[src/rtl/vga_timing_pkg.sv]
// VGA 640x480@60 timing constants shared by the sync generator and the pixel generator.
package vga_timing_pkg;

  localparam int CNT_W = 10;

  localparam int H_VISIBLE = 640;
  localparam int H_FRONT   = 16;
  localparam int H_SYNC    = 96;
  localparam int H_BACK    = 48;
  localparam int V_VISIBLE = 480;
  localparam int V_FRONT   = 10;
  localparam int V_SYNC    = 2;
  localparam int V_BACK    = 33;

  localparam int H_TOTAL = H_VISIBLE + H_FRONT + H_SYNC + H_BACK;
  localparam int V_TOTAL = V_VISIBLE + V_FRONT + V_SYNC + V_BACK;

  localparam int H_SYNC_START = H_VISIBLE + H_FRONT;
  localparam int H_SYNC_END   = H_SYNC_START + H_SYNC;
  localparam int V_SYNC_START = V_VISIBLE + V_FRONT;
  localparam int V_SYNC_END   = V_SYNC_START + V_SYNC;

  // Half-open window test lo <= val < hi on counter-width values.
  function automatic logic in_window(input logic [CNT_W-1:0] val,
                                     input logic [CNT_W-1:0] lo,
                                     input logic [CNT_W-1:0] hi);
    return (val >= lo) && (val < hi);
  endfunction

endpackage

[src/rtl/mod_counter.sv]
// Modulo-N up counter with enable and a terminal-count flag (high while Count == MODULUS-1).
module mod_counter #(
  parameter int MODULUS = 800,
  parameter int WIDTH   = 10
) (
  input  logic             Clock_In,
  input  logic             Reset_N,
  input  logic             Enable,
  output logic [WIDTH-1:0] Count,
  output logic             Terminal
);

  localparam logic [WIDTH-1:0] LAST = WIDTH'(MODULUS - 1);

  assign Terminal = (Count == LAST);

  always_ff @(posedge Clock_In) begin
    if (!Reset_N) begin
      Count <= '0;
    end else if (Enable) begin
      Count <= Terminal ? '0 : Count + 1'b1;
    end
  end

endmodule

[src/rtl/vga_sync_gen.sv]
// VGA sync generator: free-running H/V counters decoded into registered sync, visible flag,
// coordinates and line/frame start pulses, all one cycle behind the counters.
module vga_sync_gen #(
  parameter int H_VISIBLE = 640,
  parameter int H_FRONT   = 16,
  parameter int H_SYNC    = 96,
  parameter int H_BACK    = 48,
  parameter int V_VISIBLE = 480,
  parameter int V_FRONT   = 10,
  parameter int V_SYNC    = 2,
  parameter int V_BACK    = 33
) (
  input  logic       Clock_In,
  input  logic       Reset_N,
  output logic       H_Sync,
  output logic       V_Sync,
  output logic       Video_On,
  output logic [9:0] X_Pos,
  output logic [9:0] Y_Pos,
  output logic       Line_Start,
  output logic       Frame_Start
);

  import vga_timing_pkg::*;

  localparam int H_TOT = H_VISIBLE + H_FRONT + H_SYNC + H_BACK;
  localparam int V_TOT = V_VISIBLE + V_FRONT + V_SYNC + V_BACK;

  localparam logic [CNT_W-1:0] H_VIS_L = CNT_W'(H_VISIBLE);
  localparam logic [CNT_W-1:0] V_VIS_L = CNT_W'(V_VISIBLE);
  localparam logic [CNT_W-1:0] H_SS    = CNT_W'(H_VISIBLE + H_FRONT);
  localparam logic [CNT_W-1:0] H_SE    = CNT_W'(H_VISIBLE + H_FRONT + H_SYNC);
  localparam logic [CNT_W-1:0] V_SS    = CNT_W'(V_VISIBLE + V_FRONT);
  localparam logic [CNT_W-1:0] V_SE    = CNT_W'(V_VISIBLE + V_FRONT + V_SYNC);

  logic [CNT_W-1:0] h_count_p0;
  logic [CNT_W-1:0] v_count_p0;
  logic             h_tc_p0;
  logic             v_tc_p0;
  logic             frame_first_p0;

  logic             visible_p0;
  logic             h_sync_n_p0;
  logic             v_sync_n_p0;
  logic             line_first_p0;

  logic             h_sync_p1;
  logic             v_sync_p1;
  logic             video_on_p1;
  logic [9:0]       x_pos_p1;
  logic [9:0]       y_pos_p1;
  logic             line_start_p1;
  logic             frame_start_p1;

  // ---- stage p0: pixel and line counters ----
  mod_counter #(.MODULUS(H_TOT), .WIDTH(CNT_W)) u_h_counter (
    .Clock_In (Clock_In),
    .Reset_N  (Reset_N),
    .Enable   (1'b1),
    .Count    (h_count_p0),
    .Terminal (h_tc_p0)
  );

  mod_counter #(.MODULUS(V_TOT), .WIDTH(CNT_W)) u_v_counter (
    .Clock_In (Clock_In),
    .Reset_N  (Reset_N),
    .Enable   (h_tc_p0),
    .Count    (v_count_p0),
    .Terminal (v_tc_p0)
  );

  // Set exactly while the counters sit at (0,0): after reset or after the joint wrap.
  always_ff @(posedge Clock_In) begin
    if (!Reset_N) begin
      frame_first_p0 <= 1'b1;
    end else begin
      frame_first_p0 <= h_tc_p0 & v_tc_p0;
    end
  end

  always_comb begin
    visible_p0    = (h_count_p0 < H_VIS_L) && (v_count_p0 < V_VIS_L);
    h_sync_n_p0   = !in_window(h_count_p0, H_SS, H_SE);
    v_sync_n_p0   = !in_window(v_count_p0, V_SS, V_SE);
    line_first_p0 = (h_count_p0 == '0);
  end

  // ---- stage p1: registered outputs ----
  always_ff @(posedge Clock_In) begin
    if (!Reset_N) begin
      h_sync_p1      <= 1'b1;
      v_sync_p1      <= 1'b1;
      video_on_p1    <= 1'b0;
      x_pos_p1       <= '0;
      y_pos_p1       <= '0;
      line_start_p1  <= 1'b0;
      frame_start_p1 <= 1'b0;
    end else begin
      h_sync_p1      <= h_sync_n_p0;
      v_sync_p1      <= v_sync_n_p0;
      video_on_p1    <= visible_p0;
      x_pos_p1       <= visible_p0 ? h_count_p0 : '0;
      y_pos_p1       <= visible_p0 ? v_count_p0 : '0;
      line_start_p1  <= line_first_p0;
      frame_start_p1 <= frame_first_p0;
    end
  end

  assign H_Sync      = h_sync_p1;
  assign V_Sync      = v_sync_p1;
  assign Video_On    = video_on_p1;
  assign X_Pos       = x_pos_p1;
  assign Y_Pos       = y_pos_p1;
  assign Line_Start  = line_start_p1;
  assign Frame_Start = frame_start_p1;

endmodule

[config.mk]
export PLATFORM = sky130hd
export DESIGN_NAME = vga_sync_gen
export DESIGN_NICKNAME = d
export VERILOG_FILES = /design/src/rtl/vga_timing_pkg.sv /design/src/rtl/mod_counter.sv /design/src/rtl/vga_sync_gen.sv
export SDC_FILE = /design/constraint.sdc
export NUM_CORES = 1
export LEC_CHECK = 0
export ABC_AREA = 1
export CELL_PAD_IN_SITES_DETAIL_PLACEMENT = 1
export CELL_PAD_IN_SITES_GLOBAL_PLACEMENT = 1
export CORE_MARGIN = 10
export CORE_UTILIZATION = 49
export CTS_CLUSTER_SIZE = 28
export DETAILED_ROUTE_END_ITERATION = 7
export DONT_BUFFER_PORTS = 1
export HOLD_SLACK_MARGIN = 0.05
export PLACE_DENSITY = 0.86
export SLEW_MARGIN = 20
export SYNTH_ARGS = -nofsm -noshare
export SYNTH_HDL_FRONTEND = slang
export SYNTH_SLANG_ARGS = --single-unit
[constraint.sdc]
create_clock -name Clock_In -period 1.9 [get_ports Clock_In]
set_input_delay 0.19 -clock Clock_In [delete_from_list [all_inputs] [get_ports Clock_In]]
set_output_delay 0.19 -clock Clock_In [all_outputs]
set_load 0.03 [all_outputs]
==> impl_metrics.json <==
{
  "startpoint_type": "register",
  "cts_tree": "done",
  "grt_pass1_wl_um": 7548,
  "criticalPathCategory": "reg2reg",
  "drive_gt1_share_pct": 14.71,
  "async_flop_share_pct": 0,
  "peakVddDrop_uv": 299.7,
  "critical_path.max_stage_delay_ns": 0.38,
  "cp_slowest_cell": "dfxtp_1",
  "drt_pre_antenna_iters": 4,
  "seqPwrFrac_pct": 55.9,
  "start_util_pct": 51.29,
  "slew_viol_final": 0,
  "total_power_mw": 1.798,
  "combPwrFrac_pct": 3.6,
  "status": "finished, final reports clean",
  "ctsResizeCount": 0,
  "critPathCaptureType": "register",
  "synth_top_area_cell": "dfxtp_1",
  "dr_total_vias": 1474,
  "ant_nets": 0,
  "rows": 22,
  "synth_area_leaders": "dfxtp_1 49%, nand2_1 9.7%, nor2_1 7.3%",
  "antenna_found_initial": 0,
  "fp.dieArea_mm2": 0.006746,
  "fin_skew_ns": 0.004929,
  "fin_setup_tns_ns": 0,
  "path_cells": "ha_1, nand3_1, nor2_2, nand2_4, nand2_2, nand2_1, inv_2, nor2_1",
  "htreeDepth": 2,
  "final.period_utilization_pct": 89.94,
  "synth_area_per_cell_um2": 8.119,
  "cts_root_buf": "clkbuf_8",
  "critical_path.max_fanout": 12,
  "hold_viol": 0,
  "nets": 244,
  "clk_pin_slew_ns": 0.08,
  "vias_per_cell": 5.154,
  "cts_sinks": 46,
  "clockBufferDepth": 2,
  "maxCapViolCount": 0,
  "intPower_mw": 1.421,
  "post-dp-hpwl_um": 3426,
  "swShare_pct": 20.97,
  "drt_iter0_markers": 124,
  "grt_pass1_vias": 1503,
  "cp.required_ns": 2.10,
  "setup_viol": 0,
  "drc": 0,
  "power_frac_clock_pct": 40.5,
  "period_needed_ns": 1.709,
  "yosys_warnings": 0,
  "synth-edff-count": 0,
  "syn_area_mm2": 0.001892,
  "wl_per_cell_um": 16.05,
  "synth-seq-cells": 46,
  "power-per-cell-area_mw_per_mm2": 875.4,
  "syn2layout_area_growth_pct": 8.598,
  "grt_max_degree": 18,
  "arrival_ns": 1.91,
  "cts_made_buffers": 5,
  "clock_latency_ns": 0.30,
  "antenna_cells": 0,
  "switchingPower_mw": 0.3772,
  "synthCells": 233,
  "rsz0062_at_grt": "no",
  "netlist.area_leader.share_pct": 48.68,
  "portBuffers": 0,
  "fmax_mhz": 585.2,
  "hp-class": "in2reg",
  "grt_overflow": 0,
  "fp.dieW_um": 82.14,
  "synth.distinct_cells": 30,
  "yosysSeqAreaShare_pct": 48.68,
  "core_mm2": 0.003689,
  "die_height_um": 82.14,
  "syn_nets": 239,
  "pin_count": 27,
  "cts_setup_buffers": 0,
  "gp_congestion": 0.8635,
  "grt_usage_pct": 14.59,
  "critical_path_buf_inv_count": 1,
  "synth-main-ff-cell": "dfxtp_1",
  "wl_um": 4589,
  "yosysMostFrequentCell": "nand2_1",
  "p_leak_nw": 0.8331,
  "crit_family": "simple AND/OR/NAND/NOR gates",
  "synth_common_cells": "49 x nand2_1, 46 x dfxtp_1, 37 x nor2_1"
}
==> layer usage <==
layer / vias to the layer above / GRT usage, % / wire, µm
met1: 697 / 17.97 / 2153
met3: 11 / 4.860 / 299
met4: 0 / 6.973 / 106
li1: 725 / - / -
met5: - / 0 / 0
met2: 41 / 22.49 / 2031
==> power by group through the flow <==
stage          sequential (mW)  combinational [mW]  clock (mW)
3_5_place_dp              1.03              0.0624           0
2_1_floorplan             1.02              0.0547           0
6_report                  1.00              0.0652       0.728
5_1_grt                   1.01              0.0721       0.786
3_3_place_gp              1.03              0.0592           0
4_1_cts                   1.01              0.0657       0.741
==> final timing paths <==
kind	startpoint	endpoint	slack, ns	cells past startpoint
max reg2reg	u_h_counter.Count[0]	u_v_counter.Count[3]	0.19	8
max	u_h_counter.Count[0]	u_v_counter.Count[3]	0.19	8
min	Reset_N	u_v_counter.Count[1]	0.06	2
min reg2reg	frame_first_p0	Frame_Start	0.44	2
==> logic make-up after synthesis <==
group,share of synthesized area (%)
adder cells (fa/ha/maj),2.646
flip-flops,48.68
XOR/XNOR,1.389
AND/OR/NAND/NOR,33.66
buffers and inverters,8.862
AO/OA/AOI/OAI,4.563
other,0.1982
==> cell usage in the layout, fill, tap and decap left out <==
| master | instances |
|---|---|
| a21oi_1 | 7 |
| buf_12 | 1 |
| bufinv_16 | 1 |
| clkbuf_8 | 6 |
| conb_1 | 1 |
| dfxtp_1 | 46 |
| dlygate4sd3_1 | 1 |
| ha_1 | 4 |
| inv_1 | 27 |
| inv_2 | 7 |
| nand2_1 | 49 |
| nand2_2 | 1 |
| nand2_4 | 1 |
| nand3_1 | 11 |
| nand3_2 | 2 |
| nand4_1 | 5 |
| nor2_1 | 37 |
| nor2_2 | 2 |
| nor2_4 | 10 |
| nor3_1 | 2 |
| nor3_2 | 2 |
| nor3_4 | 1 |
| nor3b_2 | 1 |
| nor4_1 | 1 |
| o211ai_1 | 1 |
| o21ai_0 | 3 |
| o21ai_1 | 3 |
| o21bai_1 | 1 |
| o22ai_1 | 1 |
| xor2_1 | 3 |
==> what timing repair did <==
| action | CTS | global route |
|---|---|---|
| hold buffers | 1 | 0 |
| endpoints found under the setup margin | 0 | 0 |
| endpoints found under the hold margin | 4 | 0 |
==> per-stage QoR <==
step / utilization, % / std cells / setup WS (ns) / instance area (µm²) / hold slack [ns]
floorplan: - / 233 / 0.5977 / 1892 / 0.3905
global placement: 52.37 / 278 / 0.3112 / 1932 / 0.2874
detailed placement: 52.37 / 278 / 0.2077 / 1932 / 0.3081
CTS: 55.70 / 286 / 0.1746 / 2054 / 0.05668
global route: 55.70 / 286 / 0.06347 / 2054 / 0.05766
finish: 55.70 / 286 / 0.1911 / 2054 / 0.06154
==> state kept, by name (all words and copies together) (netlist names) <==
name and cells:
Video_On 1, frame_first_p0 1, Line_Start 1, V_Sync 1
X_Pos 10, H_Sync 1, Y_Pos 10, u_v_counter.Count 10
u_h_counter.Count 10, Frame_Start 1
==> final cells by class <==
class | count | area (µm²)
Clock inverter | 1 | 30.03
Clock buffer | 6 | 82.58
Inverter | 34 | 127.6
Tap cell | 48 | 60.06
Sequential cell | 46 | 920.9
Multi-Input combinational cell | 149 | 803.3
Fill cell | 452 | 1634
Timing Repair Buffer | 2 | 30.03
Power figures use the tool's default switching activity.
==> patch 1 (same flow settings) <==
Compare `Count` against `LAST` with >= in place of ==.
--- a/src/rtl/mod_counter.sv
+++ b/src/rtl/mod_counter.sv
@@ -12,7 +12,7 @@
 
   localparam logic [WIDTH-1:0] LAST = WIDTH'(MODULUS - 1);
 
-  assign Terminal = (Count == LAST);
+  assign Terminal = (Count >= LAST);
 
   always_ff @(posedge Clock_In) begin
     if (!Reset_N) begin
Formal check against the unedited RTL: same outputs for any inputs over 10 cycles, from zero or initial values and one cycle with Reset_N low; that may be too few to reach the edited logic, so the function may still have changed.
==> patch 1 against the original RTL <==
  * Cell count shrank 1.0%
  * Power fell by 0.64%
  * Synthesized area fell by 5.4%
  * Design area decreased by 5.2%
  * Sequential cell count unchanged
  * Critical endpoint is now u_v_counter.Count[2]
  * Routed wire length fell by 7.8%
  * Worst setup slack gained 0.11 ns
==> patch 1: results (changes against the original RTL) <==
top cells by area, synth=dfxtp_1 51%, nand2_1 9.7%, nor2_1 9.0%, inv_1 6.9%, nand3_1 5.3%; synth cell count leaders=46 x dfxtp_1, 46 x nand2_1, 43 x nor2_1; Clk pin slew, worst setup/hold paths=0.09 ns; vias in the first global route=1,545 (+2.8%); worst-skew pair later-pin latency=0.30 ns (about the same); global route overflow=0 (unchanged); Worst Path Arrival=1.80 ns (-0.11 ns); clock skew=0.00548 ns (+0.000550 ns); pre-CTS setup slack=0.354 ns (+0.147 ns); Total Routing Usage GR=14.0% (-0.56 points); Yosys warnings=0 (unchanged); CTS Buf Count=5 (unchanged); Root Buffer=clkbuf_8; filler instances=439 (-2.9%); reg2reg setup slack=0.30 ns (+0.11 ns); post-DP HPWL=3110 microns (-9.1%); hold path startpoint=Reset_N; layout cells sized above 1=8.86% (-5.8 points); status=finished clean; largest net degree at the start of global routing=16 (-2); total core area=3440 sq um (-6.7%); Static Leak=0.905 nW (+8.6%); Layout Nets=242 (-0.82%); first-pass GRT wire length=7200 microns (-4.6%); WHS Endpoint=Line_Start; GPL Wtd Cong=0.828 (-4.1%); setup bufs post-CTS=0 (unchanged); vias per inst=5.01 (-2.7%); Worst R2R Start=u_h_counter.Count[0]; Detailed Routing Iterations Pass 1=4 (unchanged); Hold Path Stages=2 (unchanged); sequential fraction of the synthesis area=51.5% (+2.8 points); CTS Buffer Depth=2 (unchanged); VDD IR max=0.425 mV (+42%); synth unique cells=22 (-27%); routed len/inst=14.9 microns (-6.8%); First DRT Iteration DRCs=75 (-40%); Antenna diodes=0 (unchanged); crit path max fanout=15 (+3); Reg-to-Reg End=u_v_counter.Count[2]
## patch 1: logic make-up after synthesis
group,share of synthesized area (%)
and+or+nand+nor,32.0
other,0.210
AOI/OAI and AO/OA,2.52
DFF,51.5
adders and majority gates,2.80
xor gates and xnor gates,1.47
buffers and inverters,9.51
## patch 1: layout make-up
class / count / share of cell area (%)
Clock buffer: 5 / 3.53
Clock inverter: 3 / 2.31
Inverter: 35 / 6.75
Multi-Input combinational cell: 145 / 35.9
Sequential cell: 46 / 47.3
Tap cell: 46 / 2.96
Timing Repair Buffer: 3 / 1.29
## patch 1: metrics by stage
stage | instances | cell area (sq um) | hold slack, ns
after CTS | 283 | 1950 | 0.0649
final | 283 | 1950 | 0.0779
after global routing | 283 | 1950 | 0.0617
after global placement | 274 | 1820 | 0.297
after floorplan | 230 | 1790 | 0.390
after detailed placement | 274 | 1820 | 0.315
## patch 1: power breakdown
| part | internal [mW] | switching [mW] |
|---|---|---|
| Sequential | 0.978 | 0.0264 |
| Clock | 0.391 | 0.338 |
| Combinational | 0.0182 | 0.0352 |
| Total | 1.39 | 0.399 |
## patch 1: critical path, cell delays in order, from the launching register on
cell and delay [ns]:
dfxtp_1 0.39, ha_1 0.25, nand4_1 0.16, nand2_2 0.18
nand2_4 0.09, nand2_4 0.19, nand2_2 0.11, nand2_1 0.09
nor2_1 0.04
## patch 1: worst max path at each step
| stage | start | end |
|---|---|---|
| after floorplan | u_h_counter.Count[0] | u_v_counter.Count[1] |
| after global placement | u_h_counter.Count[0] | u_v_counter.Count[2] |
| after detailed placement | u_h_counter.Count[0] | u_v_counter.Count[2] |
| after CTS | u_h_counter.Count[0] | u_v_counter.Count[2] |
| after global routing | u_h_counter.Count[0] | u_v_counter.Count[2] |
| final | u_h_counter.Count[0] | u_v_counter.Count[2] |
## patch 1: layer usage
metal  track usage [%]  share of wire, %
met1              16.5                45
met2              23.2                47
met3              5.12               6.9
met4              4.23              0.73
met5                 0                 0
==> patch 2 (same settings) <==
Without the edit above. Reset style: asynchronous (`Reset_N`), changed in 3 clocked blocks.
--- a/src/rtl/mod_counter.sv
+++ b/src/rtl/mod_counter.sv
@@ -14,7 +14,7 @@
 
   assign Terminal = (Count == LAST);
 
-  always_ff @(posedge Clock_In) begin
+  always_ff @(posedge Clock_In or negedge Reset_N) begin
     if (!Reset_N) begin
       Count <= '0;
     end else if (Enable) begin
--- a/src/rtl/vga_sync_gen.sv
+++ b/src/rtl/vga_sync_gen.sv
@@ -70,7 +70,7 @@
   );
 
   // Set exactly while the counters sit at (0,0): after reset or after the joint wrap.
-  always_ff @(posedge Clock_In) begin
+  always_ff @(posedge Clock_In or negedge Reset_N) begin
     if (!Reset_N) begin
       frame_first_p0 <= 1'b1;
     end else begin
@@ -86,7 +86,7 @@
   end
 
   // ---- stage p1: registered outputs ----
-  always_ff @(posedge Clock_In) begin
+  always_ff @(posedge Clock_In or negedge Reset_N) begin
     if (!Reset_N) begin
       h_sync_p1      <= 1'b1;
       v_sync_p1      <= 1'b1;
Function: differs if Reset_N is asserted again (counterexample within 4 cycles, from zero or initial values and one cycle with Reset_N low); with Reset_N held inactive, the same outputs for 10 cycles.
==> patch 2 against the original RTL <==
  * Routed wire length is 21% higher
  * Design area is 7.6% higher
  * Worst setup slack better by 0.020 ns
  * Cell count is 3.8% lower
  * Synthesized area is 6.0% higher
  * Critical path depth stayed put
  * Core utilization hardly changed
  * Sequential cell count stayed put
Power is not compared: it rests on default switching activity, and its combinational part moved more than twofold at a synthesized area within 25%.
==> patch 2: results (changes against the original RTL) <==
Layout Nets=230 (-5.7%); clock skew=0.0130 ns (+0.00807 ns); synth unique cells=24 (-20%); Reg-to-Reg End=u_v_counter.Count[9]; top cells by area, synth=dfrtp_1 54%, nor2_1 6.7%, inv_1 6.2%, nand2_1 5.8%, dfstp_2 3.9%; Worst Hold Class=input pin to asynchronous set/reset pin; CTS Buffer Depth=2 (unchanged); post-DP HPWL=3630 microns (+5.9%); layout cells sized above 1=10.2% (-4.5 points); Fin Hold WS=0.386 ns (+0.324 ns); reg2reg setup slack=0.21 ns (+0.02 ns); routed len/inst=20.1 microns (+25%); Total Routing Usage GR=15.6% (+0.99 points); GPL Wtd Cong=0.873 (+1.1%); ys async rst share=100% (+100 points); Crit. Startpoint=u_h_counter.Count[0]; largest net degree at the start of global routing=47 (+29); pre-CTS setup slack=0.287 ns (+0.0797 ns); Most used DFF post-synth=dfrtp_1; status=finished clean; Worst path max stage delay=0.40 ns (+0.02 ns); CP max-delay cell=dfrtp_1; crit path max fanout=16 (+4); vias per inst=5.61 (+8.9%); Mapped Nets=225 (-5.9%); sequential fraction of the synthesis area=57.6% (+8.9 points); vias in the first global route=1,711 (+14%)
[patch 2: cell count changes in the layout (fill, tap and decap cells not counted), moves of 4 or more]
cell     before  now
nor3_1        2    6
dfrtp_1       0   43
inv_2         7    2
nor2_4       10    3
a21oi_1       7    3
inv_1        27   33
dfxtp_1      46    0
nand2_1      49   31
nand3_1      11   15
o21ai_0       3   13
[patch 2: layout make-up]
class                   instances  area, sq um
inverters                      35          131
multi-input cells             134          687
well taps                      50         62.6
repair buffers                  2         37.5
clock buffers                   5         68.8
clock inverters                 3         68.8
fillers                       446         1760
flip-flops and latches         46         1150
[patch 2: per-layer routing]
metal  vias up  track usage, %  routed length (microns)
li1        692               -                        -
met1       779            17.4                     2380
met3        17            4.39                      276
met5         -               0                        0
met4         0            6.54                      148
met2        56            27.0                     2730
[patch 2: worst max path at each step]
stage,cells after the start,slack [ns],end
floorplan,8,0.58,u_v_counter.Count[9]
global placement,8,0.35,u_v_counter.Count[9]
detailed placement,8,0.29,u_v_counter.Count[9]
CTS,8,0.22,u_v_counter.Count[9]
global route,8,0.10,u_v_counter.Count[9]
finish,8,0.21,u_v_counter.Count[9]
[patch 2: repair_timing]
action                                 4_1_cts  5_1_grt
gates resized for setup                      0        0
hold buffers                                 2        0
endpoints found under the hold margin       46        0
[patch 2: worst reg2reg max path, delay by kind of cell, from the launching register on]
family | cells | cell delay, ns
flops | 1 | 0.40
buf+inv | 1 | 0.13
simple gates | 6 | 0.83
fa+ha+maj | 1 | 0.23
[patch 2: cells by family after synthesis]
logic type / Yosys count / synth area share (%)
other: 1 / 0.187
adder cells (fa/ha/maj): 4 / 2.50
AO/OA/AOI/OAI: 16 / 3.99
XOR/XNOR: 6 / 2.62
flip-flops: 46 / 57.6
buffers and inverters: 39 / 8.17
AND/OR/NAND/NOR: 107 / 25.0
[patch 2: power by group]
group | switching (mW) | total [mW] | internal, mW
Sequential | 0.00282 | 0.982 | 0.979
Clock | 0.342 | 0.868 | 0.527
Combinational | 0.0198 | 0.0271 | 0.00730
[patch 2: per-stage QoR]
stage | instances | total power [mW]
final | 275 | 1.88
after global routing | 275 | 1.95
after CTS | 275 | 1.89
after detailed placement | 265 | 1.00
after global placement | 265 | 1.00
after floorplan | 219 | 1.00
